===== config.mk =====
export PLATFORM = sky130hd
export DESIGN_NAME = wb_stage
export DESIGN_NICKNAME = d
export VERILOG_FILES = /design/src/rtl/wb_stage.sv
export SDC_FILE = /design/constraint.sdc
export NUM_CORES = 1
export LEC_CHECK = 0
export BUFFER_PORTS_ARGS = -buffer_cell sky130_fd_sc_hd__buf_4
export CAP_MARGIN = 0
export CORE_UTILIZATION = 30
export DETAILED_ROUTE_END_ITERATION = 6
export GPL_ROUTABILITY_DRIVEN = 0
export PLACE_DENSITY = 0.58
export SKIP_LAST_GASP = 1
export SLEW_MARGIN = 20
export SYNTH_ARGS = -nofsm -noshare
export SYNTH_HDL_FRONTEND = slang
export SYNTH_SLANG_ARGS = --single-unit

===== constraint.sdc =====
create_clock -name clk -period 4.75 [get_ports clk]
set_clock_uncertainty 0.2 [all_clocks]
set_input_delay 0.2375 -clock clk [delete_from_list [all_inputs] [get_ports clk]]
set_output_delay 0.2375 -clock clk [all_outputs]
set_load 0.01 [all_outputs]

===== src/rtl/wb_stage.sv =====
// wb_stage: MEM/WB pipeline register with load alignment and byte-enabled register writeback
module wb_stage (
    input  logic        clk,
    input  logic        rst,
    input  logic        mem_valid,
    input  logic [3:0]  mem_wreg,
    input  logic [4:0]  mem_wraddr,
    input  logic [31:0] mem_alures,
    input  logic [2:0]  mem_ldop,
    input  logic [1:0]  mem_addr_lo,
    input  logic        stall,
    input  logic        flush,
    input  logic        dbus_rvalid,
    input  logic [31:0] dbus_rdata,
    output logic [3:0]  we,
    output logic [4:0]  waddr,
    output logic [31:0] wdata,
    output logic        wb_stall
);
    typedef enum logic [1:0] {EMPTY, WRITE, WAIT} state_t;
    state_t      state_q, state_d;
    logic [3:0]  wreg_q, wreg_d;
    logic [4:0]  waddr_q, waddr_d;
    logic [31:0] alures_q, alures_d;
    logic [2:0]  ldop_q, ldop_d;
    logic [1:0]  alo_q, alo_d;
    logic        cap, drop;
    logic [7:0]  ld_byte;
    logic [15:0] ld_half;
    logic [3:0]  ld_we;
    logic [31:0] ld_data;
    always_comb begin
        cap = !stall && !(state_q == WAIT && !dbus_rvalid);
        drop = flush || !mem_valid || mem_wreg == 4'b0000;
        state_d = (state_q == WAIT && !dbus_rvalid) ? WAIT : EMPTY;
        wreg_d = wreg_q;
        waddr_d = waddr_q;
        alures_d = alures_q;
        ldop_d = ldop_q;
        alo_d = alo_q;
        if (cap) state_d = drop ? EMPTY : (mem_ldop != 3'd0) ? WAIT : WRITE;
        if (cap && !drop) begin
            wreg_d = mem_wreg;
            waddr_d = mem_wraddr;
            alures_d = mem_alures;
            ldop_d = mem_ldop;
            alo_d = mem_addr_lo;
        end
    end
    // ~alo_q equals 3-a, the LWL shift amount in bytes
    always_comb begin
        ld_byte = dbus_rdata[{alo_q, 3'b000} +: 8];
        ld_half = alo_q[1] ? dbus_rdata[31:16] : dbus_rdata[15:0];
        ld_we = 4'hF;
        ld_data = dbus_rdata;
        case (ldop_q)
            3'd1: ld_data = {{24{ld_byte[7]}}, ld_byte};
            3'd2: ld_data = {24'd0, ld_byte};
            3'd3: ld_data = {{16{ld_half[15]}}, ld_half};
            3'd4: ld_data = {16'd0, ld_half};
            3'd6: begin
                ld_data = dbus_rdata << {~alo_q, 3'b000};
                ld_we = 4'hF << ~alo_q;
            end
            3'd7: begin
                ld_data = dbus_rdata >> {alo_q, 3'b000};
                ld_we = 4'hF >> alo_q;
            end
            default: ld_data = dbus_rdata;
        endcase
    end
    always_comb begin
        we = (state_q == WRITE) ? wreg_q :
             (state_q == WAIT && dbus_rvalid) ? (ld_we & wreg_q) : 4'b0000;
        waddr = waddr_q;
        wdata = (state_q == WAIT) ? ld_data : alures_q;
        wb_stall = state_q == WAIT && !dbus_rvalid;
    end
    always_ff @(posedge clk or posedge rst) begin
        if (rst) begin
            state_q <= EMPTY;
            wreg_q <= '0;
            waddr_q <= '0;
            alures_q <= '0;
            ldop_q <= '0;
            alo_q <= '0;
        end else begin
            state_q <= state_d;
            wreg_q <= wreg_d;
            waddr_q <= waddr_d;
            alures_q <= alures_d;
            ldop_q <= ldop_d;
            alo_q <= alo_d;
        end
    end
endmodule


==> results of run 1 <==
[worst max-delay path, stage by stage (launching register included)]
cell	delay, ns
dfrtp_1	0.87
nand3b_1	0.63
nor2_1	0.63
a211oi_1	0.15
a31oi_1	0.24
buf_4	0.16
[what timing repair did]
| item | 4_1_cts | 5_1_grt |
|---|---|---|
| setup endpoints to repair | 0 | 0 |
| hold buffers | 47 | 1 |
| hold endpoints to repair | 47 | 48 |
[routing by layer]
metal	track usage (%)	wire, µm
met4	6.41	245
met1	29.1	6040
met2	34.9	6650
met3	3.02	904
met5	0	0
[cell type report]
| class | instances | area share (%) |
|---|---|---|
| timing repair buffer | 179 | 27.0 |
| multi-input combinational | 310 | 43.1 |
| sequential | 48 | 22.2 |
| clock buffer | 7 | 2.64 |
| tap | 168 | 3.88 |
| inverter | 13 | 0.925 |
| clock inverter | 1 | 0.162 |
[state kept, by name (all words and copies together) (netlist names)]
signal    cells
alo_q         2
alures_q     32
ldop_q        3
state_q       2
waddr         5
wreg_q        4
[through the flow]
stage / setup slack, ns / power [mW]
floorplan: 2.65 / 1.17
global placement: 1.78 / 1.49
detailed placement: 1.71 / 1.51
CTS: 1.41 / 1.92
global route: 1.11 / 2.03
finish: 1.33 / 1.91
[layout by cell type (no fill, tap or decap), types with 9 or more instances in the layout]
cell,instances
a21oi_1,49
nor3_1,9
mux2i_1,23
buf_4,131
o21ai_0,16
nand2_1,15
dfrtp_1,47
mux2_2,56
a31oi_1,10
dlygate4sd3_1,48
o2bb2ai_1,14
inv_1,10
o22ai_1,46
[cells by family after synthesis]
kind of cell / synth area share (%)
mux: 23.4
simple gates: 8.34
xor+xnor: 0.233
compound gates: 29.6
flops: 31.9
buf+inv: 6.54
[power by group]
group	total [mW]	switching (mW)	internal [mW]	leakage, nW
registers	0.596	0.0978	0.498	0.572
logic	0.950	0.485	0.464	1.61
clock network	0.369	0.158	0.211	0.0741
[worst paths after layout]
path                                  startpoint                       end  slack (ns)  cells after the start
max                        ldop_q[2]$_DFFE_PP0P_                  wdata[0]        1.33                      5
min                                        flush      state_q[1]$_DFF_PP0_        0.13                      3
max reg2reg                 state_q[0]$_DFF_PP0_  alures_q[28]$_DFFE_PP0P_        1.78                      5
min reg2reg                wreg_q[0]$_DFFE_PP0P_     wreg_q[0]$_DFFE_PP0P_        0.31                      1
max in group asynchronous                    rst      alo_q[0]$_DFFE_PP0P_        3.35                      3
min in group asynchronous                    rst      waddr[4]$_DFFE_PP0P_        0.45                      3
==> impl_results.md, run 1 <==
- GRT Total Usage: 21.3%
- Setup tns final: 0 ns
- Grt total ovfl: 0
- Drt first pass iters: 5
- Final core occ: 44.7%
- Crit share post-route: 71.9%
- Share of the synthesized area in the top cell type: 31.9%
- Largest net degree at the start of global routing: 49
- Setup bufs post-CTS: 0
- Post-synthesis sequential area ratio: 31.9%
- Max cap viols: 0
- Share of layout cells above drive strength 1: 36.6%
- PostCTS Resize Cnt: 0
- Clock Tree Buf Depth: 2
- # setup viols final: 0
- Placed standard-cell area: 0.00478 mm²
- Number of global-route vias before repair: 3990
- Vias/cell: 5.55
- Ant diodes: 0
- Die span in x: 114 µm
- Initial Utilization: 31.1%
- Worst skew pair latency: 0.29 ns
- Pwr/cell area: 354 mW/mm²
- WL final: 13800 µm
- DIE HEIGHT: 114 µm
- Synth area leader: dfrtp_1
- CP Class: reg -> out
- Yosys synthesis warning count: 0
- Crit path launch type: register
- Primary FF master, synth: dfrtp_1
- CTS clock-pin slew for the worst setup and hold paths: 0.06 ns
- Die area: 0.0130 mm²
- DP HPWL: 9690 µm
- Via count: 4030
- FMAX: 293 MHz
- Slew headroom: 36.1%
- RSZ-0062 raised after global routing: false
- Top cells by count, synth: 56 x mux2_2, 49 x a21oi_1, 48 x dfrtp_1, 46 x o22ai_1, 23 x mux2i_1
- Worst hold margin: 0.131 ns
- Fin nets: 641
- Count leader, synth: mux2_2
- P_leak: 2.26 nW
- Design area: 0.00541 mm²
- Worst endpoint data arrival time: 2.98 ns
- DR iter-0 viols: 312
- Endpoint class of the critical path: output port
- Port Buf Inserts: 125
- First-pass GRT wire length: 21200 µm
- H-tree depth: 2
- Outcome: finished, final reports clean
- Avg Cell Area, Syn: 9.14 µm²
- Post-synth EDFFs: 0
- # fillers: 1217
- Syn Nets: 496
- Peak supply drop: 179 µV
- Final hold vios: 0
- Min-Delay Path Class: in -> reg
- Area of the multi-input gates: 0.00233 mm²
- Synth top area cells: dfrtp_1 32%, mux2_2 17%, o22ai_1 7.6%
- Final Non-Filler Cells: 726
- Measured slew at the worst slew-check pin: 0.956 ns
- Post-route minimum period: 3.42 ns
- Root Buffer: clkbuf_16
- Syn-to-layout area delta: 43.7%
- Top-level port count: 126
- Routed Antenna Nets: 0
- CTS tree: built
- CTS buffer count: 5
- Netlist cell types: 45
- Storage element area: 0.00120 mm²
- Critical Path Fanout Max: 27
- DR WL/cell: 19.1 µm
- Clk sinks: 48
- Dpl cells: 670
- Syn Inst Count: 412
- Row Count: 40
- Core area: 0.0121 mm²
- Syn Std Cell Area: 0.00377 mm²
- Initial antenna violation count: 0
- Seq cells post-synth: 48
- Synth async-reset ratio: 100%
- Final max-slew violation count: 0
- DRC: 0
- WP data required: 4.31 ns
(Power assumes the default switching activity.)
==> inputs of run 2 (changes only) <==
Settings changed: PLACE_DENSITY 0.58 to 0.6.
Clock period 4.75 ns to 3.1 ns, I/O delays scaled along.
==> run 2 against run 1 <==
  * Design area up 1.9%
  * Total power is 58% higher
  * Setup slack worse by 1.2 ns
  * Global-route usage shrank 0.53 points
  * Sequential cell count stayed put
  * Sequential power increased by 46%
  * Die area is the same
  * Critical path depth up 1
  * Critical endpoint is now wdata[16]
==> impl_results.md, run 2 (synthesis results as in run 1) <==
- Outcome: finished, final reports clean
- Max cap viols: 0 (unchanged)
- GRT Total Usage: 20.8% (-0.53 points)
- Clk sinks: 48 (unchanged)
- DR iter-0 viols: 304 (-2.6%)
- Bufs and invs on worst path: 2 (+1)
- Design area: 0.00552 mm² (+1.9%)
- Worst endpoint data arrival time: 2.57 ns (-0.41 ns)
- CP dominant cell by count: buf_4
- Setup tns final: 0 ns (unchanged)
- Final hold vios: 0 (unchanged)
- Crit path launch type: register
- Top reg by flops: alures_q
- Peak supply drop: 256 µV (+42%)
- Crit share post-route: 94.4%
- Net Switching: 1.15 mW (+55%)
- DIE HEIGHT: 114 µm (unchanged)
- Critical path launch point: alo_q[1]$_DFFE_PP0P_
- Min-Delay Path Class: reg -> reg
- Syn-to-layout area delta: 46.5%
- Pwr/cell area: 550 mW/mm² (+55%)
- Die span in x: 114 µm (unchanged)
- Logic pwr share: 50.0% (+0.4 points)
- Share of layout cells above drive strength 1: 37.5% (+0.94 points)
- Register share of total power: 28.8% (-2.3 points)
- CP Class: reg -> out
- H-tree depth: 2 (unchanged)
- Drt first pass iters: 5 (unchanged)
- CTS buffer count: 5 (unchanged)
- Root Buffer: clkbuf_16
- Endpoint class of the critical path: output port
- CTS tree: built
- Largest net degree at the start of global routing: 49 (unchanged)
- DRC: 0 (unchanged)
- Reg2Reg Launch Point: state_q[0]$_DFF_PP0_
- Post-route minimum period: 2.93 ns
- P_leak: 2.32 nW (+2.6%)
- M3 GR Usage: 3.44% (+0.42 points)
- DP HPWL: 9580 µm (-1.1%)
- Ant diodes: 0 (unchanged)
- Critical Path Fanout Max: 30 (+11%)
- CP max stage delay: 0.64 ns (-0.23 ns)
- WL final: 13500 µm (-2.5%)
- CTS clock-pin slew for the worst setup and hold paths: 0.07 ns (about the same)
- Setup bufs post-CTS: 0 (unchanged)
- # setup viols final: 0 (unchanged)
- RSZ-0062 raised after global routing: false
- Clock Tree Buf Depth: 2 (unchanged)
- Sw Ratio: 37.9% (-0.86 points)
- Grt total ovfl: 0 (unchanged)
- Row Count: 40 (unchanged)
- Via count: 4074 (+1.1%)
- Top-level port count: 126 (unchanged)
- Core area: 0.0121 mm² (unchanged)
- DR WL/cell: 18.3 µm (-3.8%)
- M2 GR Usage: 32.8% (-2.1 points)
- Vias/cell: 5.54 (-0.28%)
- Fin nets: 651 (+1.6%)
- Port Buf Inserts: 125 (unchanged)
- FMAX: 342 MHz
- Hold_sp: alures_q[28]$_DFFE_PP0P_
- Routed Antenna Nets: 0 (unchanged)
- Crit path max-delay family: compound AO/OA/AOI/OAI gates
- Number of global-route vias before repair: 3950 (-1.0%)
- Slowest cell on crit path: o311a_1
- Cell Chain, Critical Path: buf_4 > mux2_2 > nand4_1 > o311a_1 > a21oi_1 > buf_4
- Measured slew at the worst slew-check pin: 0.838 ns (-0.118 ns)
- GR met1 Demand/Resource: 28.9% (-0.13 points)
- First-pass GRT wire length: 21100 µm (-0.49%)
- Final max-slew violation count: 0 (unchanged)
- Initial Utilization: 31.1% (unchanged)
- PostCTS Resize Cnt: 0 (unchanged)
- Most frequent cells in the layout: 139 x buf_4, 56 x mux2_2, 49 x a21oi_1, 49 x dlygate4sd3_1, 47 x dfrtp_1
- Worst hold margin: 0.312 ns (+0.181 ns)
- Placed standard-cell area: 0.00485 mm² (+1.6%)
- # fillers: 1231 (+1.2%)
- Commonest non-fill, non-tap cell in the layout: buf_4
- Initial antenna violation count: 0 (unchanged)
- Max FFs per register: 32 (unchanged)
- Clk pwr share: 21.3% (+2.0 points)
- Hold_buf cts: 49 (+4.3%)
- WP data required: 2.74 ns (-1.57 ns)
- Die area: 0.0130 mm² (unchanged)
- Internal power: 1.88 mW (+61%)
- Total power: 3.03 mW (+58%)
- Worst skew pair latency: 0.30 ns (about the same)
- Slew headroom: 44.1% (+7.9 points)
- GR peak layer: met2
==> run 2: changes by cell type in the layout (fill, tap and decap cells not counted), sizes merged <==
| cell | previous run | this run |
|---|---|---|
| inv | 10 | 11 |
| clkinvlp | 0 | 1 |
| bufinv | 0 | 1 |
| clkbuf | 7 | 5 |
| clkinv | 4 | 3 |
| dlygate4sd3 | 48 | 49 |
| buf | 131 | 140 |
==> run 2: area by class of cell <==
| cell class | instances | area, µm² | area share [%] |
|---|---|---|---|
| clock inverters | 3 | 46.3 | 0.839 |
| repair buffers | 189 | 1550 | 28.2 |
| inverters | 13 | 50.0 | 0.907 |
| flip-flops and latches | 48 | 1200 | 21.8 |
| multi-input cells | 310 | 2330 | 42.2 |
| well taps | 168 | 210 | 3.81 |
| clock buffers | 5 | 125 | 2.27 |
==> run 2: worst paths after layout <==
| check | to | slack (ns) | depth (start not counted) |
|---|---|---|---|
| max | wdata[16] | 0.17 | 6 |
| min reg2reg | alures_q[28]$_DFFE_PP0P_ | 0.31 | 1 |
| max reg2reg | alures_q[24]$_DFFE_PP0P_ | 1.37 | 5 |
| max in group asynchronous | alo_q[0]$_DFFE_PP0P_ | 1.80 | 3 |
| min | alures_q[28]$_DFFE_PP0P_ | 0.31 | 1 |
| min in group asynchronous | waddr[2]$_DFFE_PP0P_ | 0.36 | 3 |
==> run 2: power by group through the flow <==
stage          Combinational (mW)  Clock (mW)  Sequential (mW)
2_1_floorplan               0.954           0            0.831
3_3_place_gp                 1.42           0            0.875
3_5_place_dp                 1.45           0            0.883
4_1_cts                      1.51       0.654            0.872
5_1_grt                      1.63       0.681            0.893
6_report                     1.52       0.645            0.872
==> run 2: routing by layer <==
metal,up-vias,share of wire (%)
li1,1923,-
met1,1947,44
met2,190,47
met3,14,6.9
met4,0,1.5
met5,-,0
==> run 2: metrics by stage <==
step	setup slack [ns]	utilization, %	cells
5_1_grt	0.0530	45.6	736
2_1_floorplan	1.08	-	412
6_report	0.172	45.6	736
4_1_cts	0.252	45.5	736
3_5_place_dp	0.579	40.1	679
3_3_place_gp	0.667	40.1	679
==> inputs of run 3 (changes only) <==
Settings changed: ABC_AREA set to 1, PLACE_DENSITY 0.6 to 0.59.
==> run 3 against run 2 <==
  * Sequential cell count unchanged
  * Total power decreased by 5.4%
  * Wire length grew 13%
  * Hold slack got worse by 0.30 ns
  * Clock power down 13%
  * First-iteration DRC count grew 45%
  * Largest cell class unchanged
  * Final cell count is 48% higher
  * Area after synthesis up 14%
  * Global-route usage is 0.26 points higher
  * Die area up 14%
==> impl_results.md, run 3 <==
- Outcome: finished, final reports clean
- Top cells by count, synth: 291 x nand2_1, 105 x nor2_1, 70 x inv_1, 69 x o21ai_0, 58 x nand3_1
- Critical path launch point: ldop_q[1]$_DFFE_PP0P_
- Max cap viols: 0 (unchanged)
- Share of layout cells above drive strength 1: 17.3% (-20 points)
- Syn Std Cell Area: 0.00430 mm² (+14%)
- Setup tns final: 0 ns (unchanged)
- DRC: 0 (unchanged)
- Netlist cell types: 27 (-40%)
- Clk pwr share: 19.4% (-1.9 points)
- Most frequent cells in the layout: 291 x nand2_1, 135 x buf_4, 105 x nor2_1
- Ant diodes: 0 (unchanged)
- Final hold vios: 0 (unchanged)
- Post-Synth XOR/XNOR Area: 0% (-0.23 points)
- Syn Inst Count: 763 (+85%)
- Measured slew at the worst slew-check pin: 0.866 ns (+0.0282 ns)
- Initial antenna violation count: 0 (unchanged)
- Syn-to-layout area delta: 38.5%
- RR Endpoint: state_q[0]$_DFF_PP0_
- Sw Ratio: 42.2% (+4.3 points)
- CTS clock-pin slew for the worst setup and hold paths: 0.07 ns (about the same)
- # setup viols final: 0 (unchanged)
- Commonest non-fill, non-tap cell in the layout: nand2_1
- Synth async-reset ratio: 100% (unchanged)
- H-tree depth: 2 (unchanged)
- Final max-slew violation count: 0 (unchanged)
- Critical path depth: 5 (-1)
- CTS buffer count: 5 (unchanged)
- Avg Cell Area, Syn: 5.63 µm² (-38%)
- Vias/cell: 4.91 (-11%)
- Largest net degree at the start of global routing: 51 (+4.1%)
- Core area: 0.0139 mm² (+15%)
- WP data required: 2.74 ns (about the same)
- Synth area leader: dfrtp_1
- DR WL/cell: 13.9 µm (-24%)
- Top reg by flops: alures_q
- Seq cells post-synth: 48 (unchanged)
- Clk sinks: 48 (unchanged)
- WL final: 15200 µm (+13%)
- Syn Nets: 847 (+71%)
- Drt first pass iters: 5 (unchanged)
- DR iter-0 viols: 440 (+45%)
- R2R cell count: 6 (+1)
- DP HPWL: 10800 µm (+13%)
- Compound-gate portion of the synthesized area: 15.1% (-14 points)
- Post-synthesis simple-gate area fraction: 44.4% (+36 points)
- Crit path launch type: register
- Worst endpoint data arrival time: 2.32 ns (-0.25 ns)
- Crit share post-route: 86.4% (-8.1 points)
- Peak supply drop: 238 µV (-7.0%)
- Setup bufs post-CTS: 0 (unchanged)
- Critical Path Fanout Max: 11 (-63%)
- Synth top area cells: dfrtp_1 28%, nand2_1 25%, nor2_1 9.2%
- Min-Delay Path Class: in -> reg
- FMAX: 373 MHz (+9.3%)
- Adder-Cell Fraction of Synth Area: 0% (unchanged)
- Logic pwr share: 52.3% (+2.3 points)
- PostCTS Resize Cnt: 0 (unchanged)
- Dpl cells: 1033 (+52%)
- Internal power: 1.66 mW (-12%)
- CP max stage delay: 0.50 ns (-0.14 ns)
- Row Count: 43 (+7.5%)
- Net Switching: 1.21 mW (+5.3%)
- Number of global-route vias before repair: 5064 (+28%)
- Bufs and invs on worst path: 1 (-1)
- P_leak: 3.29 nW (+42%)
- Post-synthesis sequential area ratio: 28.0% (-3.9 points)
- First-pass GRT wire length: 24400 µm (+16%)
- Crit path max-delay family: simple AND/OR/NAND/NOR gates
- Post-route minimum period: 2.68 ns (-0.250 ns)
- Slowest cell on crit path: nand3_1
- Final Non-Filler Cells: 1090 (+48%)
- Register share of total power: 28.2% (-0.6 points)
- Via count: 5357 (+31%)
- Pwr/cell area: 483 mW/mm² (-12%)
- Root Buffer: clkbuf_16
- Count leader, synth: nand2_1
- RSZ-0062 raised after global routing: false
- Reg2Reg Launch Point: state_q[0]$_DFF_PP0_
- Primary FF master, synth: dfrtp_1
- Worst reg2reg setup slack: 1.02 ns (-0.35 ns)
- Port Buf Inserts: 125 (unchanged)
- Largest family of logic cells by synthesized area: simple AND/OR/NAND/NOR gates
- Max FFs per register: 32 (unchanged)
- Endpoint class of the critical path: output port
- Post-synthesis mux area share: 0% (-23 points)
- Top-level port count: 126 (unchanged)
- Die span in x: 122 µm (+6.7%)
- Cell Chain, Critical Path: nand3_1 > nor2_4 > o21ai_0 > a21boi_0 > buf_4
- Clock Tree Buf Depth: 2 (unchanged)
- GRT Total Usage: 21.0% (+0.26 points)
- Critical Path Sink: we[1]
- Grt total ovfl: 0 (unchanged)
- Die area: 0.0148 mm² (+14%)
- CP Class: reg -> out
- Initial Utilization: 30.8% (-0.28 points)
- CTS tree: built
- Worst skew pair latency: 0.29 ns (about the same)
- Routed Antenna Nets: 0 (unchanged)
- Share of the synthesized area in the top cell type: 28.0% (-3.9 points)
- Slew headroom: 42.2% (-1.9 points)
- DIE HEIGHT: 122 µm (+6.7%)
- Yosys synthesis warning count: 0 (unchanged)
- Post-synth EDFFs: 0 (unchanged)
- Fin nets: 994 (+53%)
run 3: changes by cell type in the layout (fill, tap and decap cells not counted), sizes merged, moves of 23 or more:
cell   previous run  this run
inv              11        72
mux2             56         0
mux2i            23         0
nand2            15       294
nand3             1        59
nor2              8       109
o21ai            16        71
o22ai            46         0
run 3: cells by family (layout without fill, tap and decap cells):
| kind of cell | Yosys count | count (layout) |
|---|---|---|
| flops | 48 | 48 |
| simple gates | 472 | 472 |
| buf+inv | 119 | 266 |
| compound gates | 124 | 124 |
run 3: power by group through the flow:
| stage | registers, mW | clock network [mW] | logic [mW] |
|---|---|---|---|
| 2_1_floorplan | 0.802 | 0 | 0.979 |
| 3_3_place_gp | 0.816 | 0 | 1.45 |
| 3_5_place_dp | 0.820 | 0 | 1.45 |
| 4_1_cts | 0.809 | 0.577 | 1.50 |
| 5_1_grt | 0.826 | 0.599 | 1.68 |
| 6_report | 0.810 | 0.558 | 1.50 |
run 3: worst register-to-register path, delay by kind of cell, from the launching register on:
kind,cells,cell delay [ns]
DFF,1,0.38
buffers and inverters,2,0.92
and+or+nand+nor,4,0.47
run 3: worst min path at each step:
| stage | depth (start not counted) | slack, ns | startpoint | endpoint |
|---|---|---|---|---|
| 6_report | 4 | 0.01 | dbus_rvalid | state_q[1]$_DFF_PP0_ |
| 3_5_place_dp | 2 | 0.14 | mem_ldop[2] | state_q[0]$_DFF_PP0_ |
| 5_1_grt | 4 | 0.04 | dbus_rvalid | state_q[1]$_DFF_PP0_ |
| 2_1_floorplan | 1 | 0.03 | mem_ldop[0] | state_q[0]$_DFF_PP0_ |
| 4_1_cts | 4 | 0.02 | dbus_rvalid | state_q[1]$_DFF_PP0_ |
| 3_3_place_gp | 2 | 0.14 | mem_ldop[1] | state_q[0]$_DFF_PP0_ |
run 3: per-stage QoR:
step,total power [mW],setup slack [ns],hold slack [ns],area (µm²),util [%]
final,2.87,0.422,0.0137,5950,42.7
after global routing,3.11,0.233,0.0433,5950,42.7
after CTS,2.89,0.444,0.0175,5950,42.7
after detailed placement,2.27,0.785,0.138,5300,38.0
after global placement,2.26,0.778,0.135,5300,38.0
after floorplan,1.78,1.42,0.0255,4300,-
run 3: cell type report:
class	count	area [µm²]
flip-flops and latches	48	1200
clock inverters	1	8.76
well taps	180	225
clock buffers	6	139
fillers	1570	7990
inverters	73	278
repair buffers	186	1530
multi-input cells	596	2560
run 3: layer usage:
| layer | vias up | GRT usage (%) | part of all wire, % |
|---|---|---|---|
| met3 | 27 | 3.79 | 6.3 |
| met2 | 173 | 37.5 | 50 |
| met1 | 2473 | 25.4 | 42 |
| met5 | - | 0 | 0 |
| met4 | 0 | 6.71 | 2.2 |
| li1 | 2684 | - | - |
run 3: what timing repair did:
action,4_1_cts,5_1_grt
hold buffers,50,0
endpoints found under the setup margin,0,0
endpoints found under the hold margin,96,0
